$ cat config.mk
export PLATFORM = sky130hd
export DESIGN_NAME = iter_alu
export DESIGN_NICKNAME = d
export VERILOG_FILES = /design/src/rtl/iter_alu.sv
export SDC_FILE = /design/constraint.sdc
export NUM_CORES = 1
export LEC_CHECK = 0
export BUFFER_PORTS_ARGS = -buffer_cell sky130_fd_sc_hd__buf_2
export CAP_MARGIN = 0
export CELL_PAD_IN_SITES_DETAIL_PLACEMENT = 1
export CELL_PAD_IN_SITES_GLOBAL_PLACEMENT = 1
export CORE_MARGIN = 3
export CORE_UTILIZATION = 50
export CTS_CLUSTER_SIZE = 16
export DETAILED_ROUTE_END_ITERATION = 12
export PLACE_DENSITY_LB_ADDON = 0.1
export SETUP_SLACK_MARGIN = 0.3
export SYNTH_ARGS = -nofsm -noshare
export SYNTH_HDL_FRONTEND = slang
export SYNTH_SLANG_ARGS = --single-unit
$ cat constraint.sdc
create_clock -name clk -period 12.5 [get_ports clk]
set_input_delay 2.5 -clock clk [delete_from_list [all_inputs] [get_ports clk]]
set_output_delay 2.5 -clock clk [all_outputs]
set_load 0.005 [all_outputs]
$ cat src/rtl/iter_alu.sv
// Registered execute-stage ALU: single-cycle logic/arith/shift ops plus
// iterative unsigned multiply (shift-add) and divide (restoring).
module iter_alu #(
    parameter int DATA_WIDTH = 32,
    parameter int CTRL_WIDTH = 4
) (
    input  logic                  clk,
    input  logic                  rst,
    input  logic                  start,
    input  logic [CTRL_WIDTH-1:0] alu_control,
    input  logic [DATA_WIDTH-1:0] src_a,
    input  logic [DATA_WIDTH-1:0] src_b,
    output logic                  busy,
    output logic                  done,
    output logic [DATA_WIDTH-1:0] alu_out,
    output logic [DATA_WIDTH-1:0] alu_out_hi,
    output logic                  equal,
    output logic                  overflow,
    output logic                  div_zero
);

    localparam int CNT_WIDTH = $clog2(DATA_WIDTH) + 1;
    localparam int SH_WIDTH  = $clog2(DATA_WIDTH);
    localparam int W         = DATA_WIDTH;

    localparam logic [CTRL_WIDTH-1:0] OP_ADD   = CTRL_WIDTH'(0);
    localparam logic [CTRL_WIDTH-1:0] OP_SUB   = CTRL_WIDTH'(1);
    localparam logic [CTRL_WIDTH-1:0] OP_PASSB = CTRL_WIDTH'(2);
    localparam logic [CTRL_WIDTH-1:0] OP_AND   = CTRL_WIDTH'(3);
    localparam logic [CTRL_WIDTH-1:0] OP_OR    = CTRL_WIDTH'(4);
    localparam logic [CTRL_WIDTH-1:0] OP_XOR   = CTRL_WIDTH'(5);
    localparam logic [CTRL_WIDTH-1:0] OP_SLT   = CTRL_WIDTH'(6);
    localparam logic [CTRL_WIDTH-1:0] OP_SLL   = CTRL_WIDTH'(7);
    localparam logic [CTRL_WIDTH-1:0] OP_SRL   = CTRL_WIDTH'(8);
    localparam logic [CTRL_WIDTH-1:0] OP_SRA   = CTRL_WIDTH'(9);
    localparam logic [CTRL_WIDTH-1:0] OP_MULU  = CTRL_WIDTH'(10);
    localparam logic [CTRL_WIDTH-1:0] OP_DIVU  = CTRL_WIDTH'(11);

    typedef enum logic [1:0] {IDLE, MUL, DIV} state_t;

    state_t               state, state_next;
    logic [CNT_WIDTH-1:0] cnt;
    logic [W-1:0]         op_a;
    logic [W-1:0]         acc_hi;
    logic [W-1:0]         acc_lo;

    logic                 is_mul, is_div_iter, single_op;
    logic [W-1:0]         sum, diff, res, res_hi;
    logic                 ovf, dz;
    logic [SH_WIDTH-1:0]  sh;

    logic [W:0]           mul_sum;
    logic [W-1:0]         mul_hi_next, mul_lo_next;
    logic [W:0]           div_shift, div_trial;
    logic [W-1:0]         div_rem_next, div_quo_next;

    assign busy        = (state != IDLE);
    assign is_mul      = (alu_control == OP_MULU);
    assign is_div_iter = (alu_control == OP_DIVU) && (src_b != '0);
    assign single_op   = !(is_mul || is_div_iter);

    always_ff @(posedge clk or posedge rst) begin
        if (rst) state <= IDLE;
        else     state <= state_next;
    end

    always_comb begin
        state_next = state;
        case (state)
            IDLE: begin
                if (start && is_mul)           state_next = MUL;
                else if (start && is_div_iter) state_next = DIV;
            end
            MUL, DIV: begin
                if (cnt == CNT_WIDTH'(1)) state_next = IDLE;
            end
            default: state_next = IDLE;
        endcase
    end

    // Result of every op that completes in the same edge it is issued.
    always_comb begin
        res    = '0;
        res_hi = '0;
        ovf    = 1'b0;
        dz     = 1'b0;
        sum    = src_a + src_b;
        diff   = src_a - src_b;
        sh     = src_b[SH_WIDTH-1:0];
        case (alu_control)
            OP_ADD: begin
                res = sum;
                ovf = (src_a[W-1] == src_b[W-1]) && (sum[W-1] != src_a[W-1]);
            end
            OP_SUB: begin
                res = diff;
                ovf = (src_a[W-1] != src_b[W-1]) && (diff[W-1] != src_a[W-1]);
            end
            OP_PASSB: res = src_b;
            OP_AND:   res = src_a & src_b;
            OP_OR:    res = src_a | src_b;
            OP_XOR:   res = src_a ^ src_b;
            OP_SLT:   res = {{(W-1){1'b0}}, ($signed(src_a) < $signed(src_b))};
            OP_SLL:   res = src_a << sh;
            OP_SRL:   res = src_a >> sh;
            OP_SRA:   res = $unsigned($signed(src_a) >>> sh);
            OP_DIVU: begin
                res    = '1;
                res_hi = src_a;
                dz     = 1'b1;
            end
            default: ;
        endcase
    end

    // One iteration step; the last step's values go straight to the outputs.
    always_comb begin
        mul_sum      = {1'b0, acc_hi} + (acc_lo[0] ? {1'b0, op_a} : '0);
        {mul_hi_next, mul_lo_next} = {mul_sum, acc_lo[W-1:1]};
        div_shift    = {acc_hi, acc_lo[W-1]};
        div_trial    = div_shift - {1'b0, op_a};
        div_rem_next = div_trial[W] ? div_shift[W-1:0] : div_trial[W-1:0];
        div_quo_next = {acc_lo[W-2:0], ~div_trial[W]};
    end

    always_ff @(posedge clk or posedge rst) begin
        if (rst) begin
            cnt        <= '0;
            op_a       <= '0;
            acc_hi     <= '0;
            acc_lo     <= '0;
            done       <= 1'b0;
            alu_out    <= '0;
            alu_out_hi <= '0;
            equal      <= 1'b1;
            overflow   <= 1'b0;
            div_zero   <= 1'b0;
        end else begin
            done <= 1'b0;
            case (state)
                IDLE: begin
                    if (start && single_op) begin
                        alu_out    <= res;
                        alu_out_hi <= res_hi;
                        equal      <= (res == '0);
                        overflow   <= ovf;
                        div_zero   <= dz;
                        done       <= 1'b1;
                    end else if (start) begin
                        cnt    <= CNT_WIDTH'(W);
                        acc_hi <= '0;
                        op_a   <= is_mul ? src_a : src_b;
                        acc_lo <= is_mul ? src_b : src_a;
                    end
                end
                MUL: begin
                    cnt    <= cnt - CNT_WIDTH'(1);
                    acc_hi <= mul_hi_next;
                    acc_lo <= mul_lo_next;
                    if (cnt == CNT_WIDTH'(1)) begin
                        alu_out    <= mul_lo_next;
                        alu_out_hi <= mul_hi_next;
                        equal      <= (mul_lo_next == '0);
                        overflow   <= 1'b0;
                        div_zero   <= 1'b0;
                        done       <= 1'b1;
                    end
                end
                DIV: begin
                    cnt    <= cnt - CNT_WIDTH'(1);
                    acc_hi <= div_rem_next;
                    acc_lo <= div_quo_next;
                    if (cnt == CNT_WIDTH'(1)) begin
                        alu_out    <= div_quo_next;
                        alu_out_hi <= div_rem_next;
                        equal      <= (div_quo_next == '0);
                        overflow   <= 1'b0;
                        div_zero   <= 1'b0;
                        done       <= 1'b1;
                    end
                end
                default: ;
            endcase
        end
    end

endmodule

==> results.md, run 1 <==
* Status: finished clean
* Antenna violations before repair at 4
* Post-Synth Simple-Gate Area at 20.5%
* Nets at 3,085
* Reg power frac at 27.5%
* R2R Path End: acc_hi[26]
* Ys Warns at 0
* Mapped cell area at 0.0216 sq mm
* R2r setup slk at 6540 ps
* Final Hold Viols at 0
* DR WL/cell at 32.9 microns
* Drt pass-1 iters at 6
* Crit path launch: src_b[9]
* Resize count post-CTS at 0
* Cell Pwr Density at 158 mW/mm^2
* Min-delay worst type: reg -> reg
* Multi-input logic area at 0.0159 sq mm
* Starting Density at 51.0%
* Pint at 1.77 mW
* Max_cap viols at 0
* Post-Syn Nets at 3,118
* Final worst slack at 5360 ps
* Fraction of layout cells with a size suffix above 1 at 11.2%
* Slew Viols, Final at 0
* Slew HR at 4.54%
* Top cell type's share of synthesized area at 19.8%
* Min Tclk post-route at 7140 ps
* Measured slew at the worst slew-check pin at 1420 ps
* Xor/xnor share of the synthesized area at 3.25%
* Top_reg_cell synth: dfrtp_1
* Arr. time, crit path at 7580 ps
* Via density at 7.38
* Hold buffers post-CTS at 0
* Clock share of power at 15.2%
* GPL Wtd Cong at 1.11
* Setup-failing EPs final at 0
* Residual DRC count at 0
* Die Ht at 214 microns
* Most frequent cell after synthesis: nand2_1
* Row cnt at 75
* IO Pins at 140
* Final period utilization at 57.1%
* Minimum hold slack at 480 ps
* Achievable Freq at 140 MHz
* CORE AREA at 0.0423 sq mm
* Crit Path Category: in -> reg
* Synth top area cells: dfrtp_1 20%, ha_1 9.7%, a21oi_1 6.4%, nand2_1 6.1%, o21ai_0 5.3%
* Synth Register Bits at 172
* Placed Cells at 3,401
* Setup Skew at 24.2 ps
* Adder-cell share of the synthesized area at 10.1%
* Post-synth EDFFs at 0
* Leak pwr at 10.2 nW
* Number of global-route vias before repair at 25,400
* Combinational group share of total power at 57.3%
* Initial DRC count at 3,177
* Clk sinks at 172
* Post-synthesis compound-gate area fraction at 28.5%
* Global-route wire length before repair at 165 mm
* Worst setup path endpoint: equal
* Yosys cell types at 92
* Worst Setup End Kind: flop
* Drt total wl at 113 mm
* Vias at 25,400
* Area Growth Syn to Fin at 6.58%
* Avg Cell Area, Syn at 7.51 sq um
* Worst-Skew Late Latency at 520 ps
* DIE WIDTH at 214 microns
* Total gr overflow at 0
* Post-synth top cells: 352 x nand2_1, 276 x nor2_1, 274 x a21oi_1, 227 x o21ai_0, 176 x clkbuf_1
* Setup TNS at 0 ps
* Final non-filler cell total at 3,437
* Worst Path Required at 12,940 ps
* Total CTS buffers at 17
* CTS tree: yes
* Total setup buffers inserted after CTS at 0
* GR Util All Layers at 48.4%
* Mux contribution to synthesized area at 10.9%
* Max VDD drop at 0.266 mV
* Worst-path clk slew at 90 ps
* Post-synthesis cell count at 2,876
* Worst Setup Start Kind: input port
* Htree depth at 4
* Die area at 0.0457 sq mm
* CP max FO at 57
* Register area at 0.00431 sq mm
* Clock Path Buffers at 2
* Dpl hpwl at 84.0 mm
* Fillers at 5,339
* IO Port Bufs at 139
* Sw Ratio at 51.3%
* RSZ-0062 raised after global routing: false
* Post-synth ARST share at 100%
* Root Driver: clkbuf_16
* Post-synthesis sequential area ratio at 19.9%
* Worst Reg-to-Reg Cells at 16
* Post-DRT Antenna Nets at 0
* Main combinational cell family by area after synthesis: compound AO/OA/AOI/OAI gates
* NetSw at 1.86 mW
* FF-to-FF Start: acc_lo[31]
* Largest net degree at the start of global routing at 114
* DP Worst Slack at 5090 ps
* Yosys top cell by area: dfrtp_1
-- placed cells by master, fill, tap and decap left out, types with 14 or more instances in the layout --
cell type	n
a221oi_1	24
nor2b_1	27
mux4_2	49
mux2i_1	91
a31oi_1	25
nor3_1	48
dfrtp_1	171
o21ai_0	227
buf_4	38
inv_1	141
a21oi_1	274
mux2_2	22
ha_1	166
a21o_1	42
o31ai_1	26
o211ai_1	46
nand3_1	57
clkbuf_16	17
a211oi_1	25
and2_1	43
nand4_1	19
nor2_1	275
o22ai_1	38
xor2_1	28
nand2_1	351
o2111ai_1	17
buf_2	138
a22oi_1	16
a221o_1	39
and3_1	14
xnor2_1	51
nor4_1	30
o21bai_1	19
nand2b_1	21
-- registers in the layout (all words and copies together) (netlist names) --
signal      count
acc_lo         32
alu_out        32
equal           1
overflow        1
state           2
op_a           32
acc_hi         32
alu_out_hi     32
cnt             6
div_zero        1
done            1
-- how the worst min path moves through the flow --
stage                     start     endpoint  slack, ps  depth (start not counted)
finish              alu_out[30]  alu_out[30]        480                          2
global route         alu_out[5]   alu_out[5]        510                          1
CTS                 alu_out[30]  alu_out[30]        490                          2
detailed placement  alu_out[30]  alu_out[30]        470                          2
global placement    alu_out[30]  alu_out[30]        460                          2
floorplan            alu_out[2]   alu_out[2]        470                          2
-- layer usage --
| metal | global-route usage [%] | up-vias | wire, microns |
|---|---|---|---|
| met5 | 0 | - | 11 |
| met4 | 34.0 | 2 | 9490 |
| met3 | 13.8 | 552 | 13200 |
| met2 | 74.3 | 1824 | 49000 |
| met1 | 58.5 | 12500 | 41300 |
| li1 | - | 10500 | - |
-- power groups by stage --
stage               sequential, mW  combinational [mW]  clock [mW]
finish                       0.999                2.08       0.552
global route                  1.02                2.23       0.566
global placement             0.967                1.86           0
floorplan                    0.923                1.29           0
CTS                          0.985                2.02       0.548
detailed placement           0.991                1.99           0
-- cell type report --
type | instances | area share (%)
antenna | 5 | 0.0544
clock buffer | 21 | 2.05
clock inverter | 10 | 0.375
inverter | 146 | 2.41
multi-input combinational | 2330 | 69.0
sequential | 172 | 18.7
tap | 577 | 3.14
timing repair buffer | 176 | 4.24
-- worst max-delay path, cell delays in order --
cell,delay (ps)
buf_2,140
nor4_1,690
nand4_1,480
o311ai_1,730
nand3_1,440
a21boi_4,240
buf_4,600
o211ai_1,150
or4_1,510
nor4_2,190
nand4b_1,220
nor4_2,300
nand4b_1,140
o31ai_2,220
-- stage by stage --
stage | utilization, % | area (sq um) | power (mW)
global placement | 53.0 | 22400 | 2.82
detailed placement | 53.0 | 22400 | 2.98
CTS | 54.3 | 23000 | 3.55
finish | 54.4 | 23000 | 3.63
global route | 54.3 | 23000 | 3.81
floorplan | - | 21600 | 2.21
-- kinds of logic (layout without fill, tap and decap cells) --
| family | count (synthesis) | after routing |
|---|---|---|
| muxes | 166 | 166 |
| xor gates and xnor gates | 80 | 80 |
| and+or+nand+nor | 960 | 960 |
| buffers and inverters | 374 | 353 |
| DFF | 172 | 172 |
| AOI/OAI and AO/OA | 953 | 953 |
| adders and majority gates | 171 | 171 |
| other | 0 | 5 |
Note: power is estimated with default switching activity, not from simulation.
==> run 2: changes to the inputs <==
Settings changed: CORE_UTILIZATION 50 to 42.
Clock period 12.5 ns to 5.75 ns, I/O delays scaled along.
==> run 2 against run 1 <==
Non-clock buffer count increased by 113. Via count fell by 1.4%. Register-to-register slack got worse by 5500 ps. Total power increased by 120%. Clock skew fell by 5.7 ps. Cell area increased by 4.7%. Die area grew 18%.
==> results.md, run 2 (same netlist as run 1, synthesis figures left out) <==
* Status: finished clean (unchanged)
* Vias at 25,000 (was 25,400)
* Number of global-route vias before repair at 25,100 (was 25,400)
* Reg power frac at 27.3% (was 27.5%)
* Largest net degree at the start of global routing at 71 (was 114)
* Dpl hpwl at 89.3 mm (was 84.0 mm)
* Max VDD drop at 0.286 mV (was 0.266 mV)
* Max stage delay on crit path at 540 ps (was 730 ps)
* Total gr overflow at 0 (unchanged)
* Fillers at 6,350 (was 5,339)
* Total CTS buffers at 17 (unchanged)
* Area Growth Syn to Fin at 11.6% (was 6.58%)
* Setup-failing EPs final at 0 (unchanged)
* Hold Path Depth at 2 (unchanged)
* Worst-path clk slew at 80 ps (was 90 ps)
* Global-route wire length before repair at 167 mm (was 165 mm)
* Initial DRC count at 3,195 (was 3,177)
* Worst Setup End Kind: flop (unchanged)
* Leak pwr at 10.8 nW (was 10.2 nW)
* Nets at 3,198 (was 3,085)
* Hold buffers post-CTS at 0 (unchanged)
* Pint at 3.96 mW (was 1.77 mW)
* Commonest non-fill, non-tap cell in the layout: nand2_1 (unchanged)
* CP max FO at 14 (was 57)
* Fraction of layout cells with a size suffix above 1 at 14.6% (was 11.2%)
* CORE AREA at 0.0505 sq mm (was 0.0423 sq mm)
* Max_cap viols at 0 (unchanged)
* Setup TNS at 0 ps (unchanged)
* Worst Reg-to-Reg Cells at 17 (was 16)
* Via density at 6.86 (was 7.38)
* Worst Path Required at 6160 ps (was 12,940 ps)
* IO Port Bufs at 139 (unchanged)
* Row cnt at 82 (was 75)
* Worst-Skew Late Latency at 500 ps (was 520 ps)
* Cell Pwr Density at 327 mW/mm^2 (was 158 mW/mm^2)
* Clock Path Buffers at 2 (unchanged)
* Root Driver: clkbuf_16 (unchanged)
* Die area at 0.0541 sq mm (was 0.0457 sq mm)
* Cell count along the critical path at 14 (unchanged)
* Final period utilization at 90.4%
* RSZ-0062 raised after global routing: false (unchanged)
* Final worst slack at 550 ps (was 5360 ps)
* Crit-path slowest cell: nor4_1 (was o311ai_1)
* Slew HR at 17.9% (was 4.54%)
* Measured slew at the worst slew-check pin at 1200 ps (was 1420 ps)
* CP cell instances: buf_2 > buf_12 > mux4_2 > a2bb2oi_1 > and4_4 > nor4_1 > o2111ai_1 > or3_1 > or4_1 > nor4_2 > nand4b_1 > nor4_2 > nand4b_1 > o31ai_2 (was buf_2 > nor4_1 > nand4_1 > o311ai_1 > nand3_1 > a21boi_4 > buf_4 > o211ai_1 > or4_1 > nor4_2 > nand4b_1 > nor4_2 > nand4b_1 > o31ai_2)
* Most frequent cells in the layout: 351 x nand2_1, 275 x nor2_1, 274 x a21oi_1, 227 x o21ai_0, 171 x dfrtp_1 (unchanged)
* Min-delay worst type: reg -> reg (unchanged)
* IO Pins at 140 (unchanged)
* Slew Viols, Final at 0 (unchanged)
* Clk sinks at 172 (unchanged)
* GPL Wtd Cong at 1.12 (was 1.11)
* Drt pass-1 iters at 6 (unchanged)
* Htree depth at 4 (unchanged)
* Achievable Freq at 192 MHz
* Post-DRT Antenna Nets at 0 (unchanged)
* Crit Path Category: in -> reg (unchanged)
* Delay-heaviest family, CP: simple AND/OR/NAND/NOR gates (unchanged)
* Setup Skew at 18.5 ps (was 24.2 ps)
* NetSw at 3.92 mW (was 1.86 mW)
* Final Hold Viols at 0 (unchanged)
* Combinational group share of total power at 57.1% (was 57.3%)
* Finished Core Util at 47.7% (was 54.4%)
* GR Util All Layers at 41.4% (was 48.4%)
* Starting Density at 42.8% (was 51.0%)
* Worst Setup Start Kind: input port (unchanged)
* Total setup buffers inserted after CTS at 0 (unchanged)
* Drt total wl at 114 mm (was 113 mm)
* Min Tclk post-route at 5200 ps
* Die Ht at 233 microns (was 214 microns)
* CTS tree: yes (unchanged)
* Clock share of power at 15.6% (was 15.2%)
* Worst path bufs/invs at 2 (unchanged)
* DP Worst Slack at 196 ps (was 5090 ps)
* Arr. time, crit path at 5610 ps (was 7580 ps)
* Resize count post-CTS at 0 (unchanged)
* Antenna violations before repair at 4 (unchanged)
* DIE WIDTH at 233 microns (was 214 microns)
* Residual DRC count at 0 (unchanged)
* DR WL/cell at 31.4 microns (was 32.9 microns)
* Sw Ratio at 49.7% (was 51.3%)
run 2: cell count changes in the layout (fill, tap and decap cells not counted), sizes merged:
cell	delta
clkinvlp	+2
inv	+2
clkbuf	-4
bufinv	+1
diode	-2
buf	+113
run 2: path summary, 6_finish.rpt:
kind / startpoint / to / slack (ps)
min: alu_out[30] / alu_out[30] / 480
max: src_b[1] / equal / 550
max in group asynchronous: rst / acc_lo[26] / 4130
min reg2reg: alu_out[30] / alu_out[30] / 480
min in group asynchronous: rst / acc_hi[31] / 850
max reg2reg: acc_lo[31] / equal / 1040
run 2: worst register-to-register path: cells and delay by family, from the launching register on:
kind	cells	cell delay, ps
DFF	1	460
adders and majority gates	2	590
buffers and inverters	3	360
and+or+nand+nor	2	600
AOI/OAI and AO/OA	9	2460
xor gates and xnor gates	1	180
run 2: per-stage QoR:
stage / total power, mW / hold slack (ps) / instance area, sq um / instances
floorplan: 4.80 / 471 / 21600 / 2876
global placement: 6.36 / 463 / 23500 / 3609
detailed placement: 6.53 / 466 / 23500 / 3609
CTS: 7.81 / 483 / 24100 / 3641
global route: 8.35 / 502 / 24100 / 3642
finish: 7.88 / 478 / 24100 / 3644
run 2: power groups by stage:
| stage | Sequential (mW) | Clock, mW | Combinational, mW |
|---|---|---|---|
| after detailed placement | 2.16 | 0 | 4.37 |
| after global placement | 2.12 | 0 | 4.23 |
| after CTS | 2.14 | 1.25 | 4.42 |
| after global routing | 2.20 | 1.29 | 4.85 |
| after floorplan | 2.01 | 0 | 2.80 |
| final | 2.15 | 1.23 | 4.50 |
run 2: layout make-up:
type	count	area [sq um]	share of cell area, %
Multi-Input combinational cell	2330	15900	65.9
Timing Repair Buffer	289	1900	7.88
Sequential cell	172	4310	17.9
Inverter	146	552	2.29
Antenna cell	3	7.51	0.0312
Tap cell	672	841	3.49
Clock inverter	15	181	0.753
Clock buffer	17	425	1.77
run 2: layer usage:
metal | wire, microns | GRT usage, %
met3 | 10200 | 8.68
met1 | 46000 | 53.5
met5 | 11 | 0
met2 | 49500 | 62.5
met4 | 8720 | 26.6
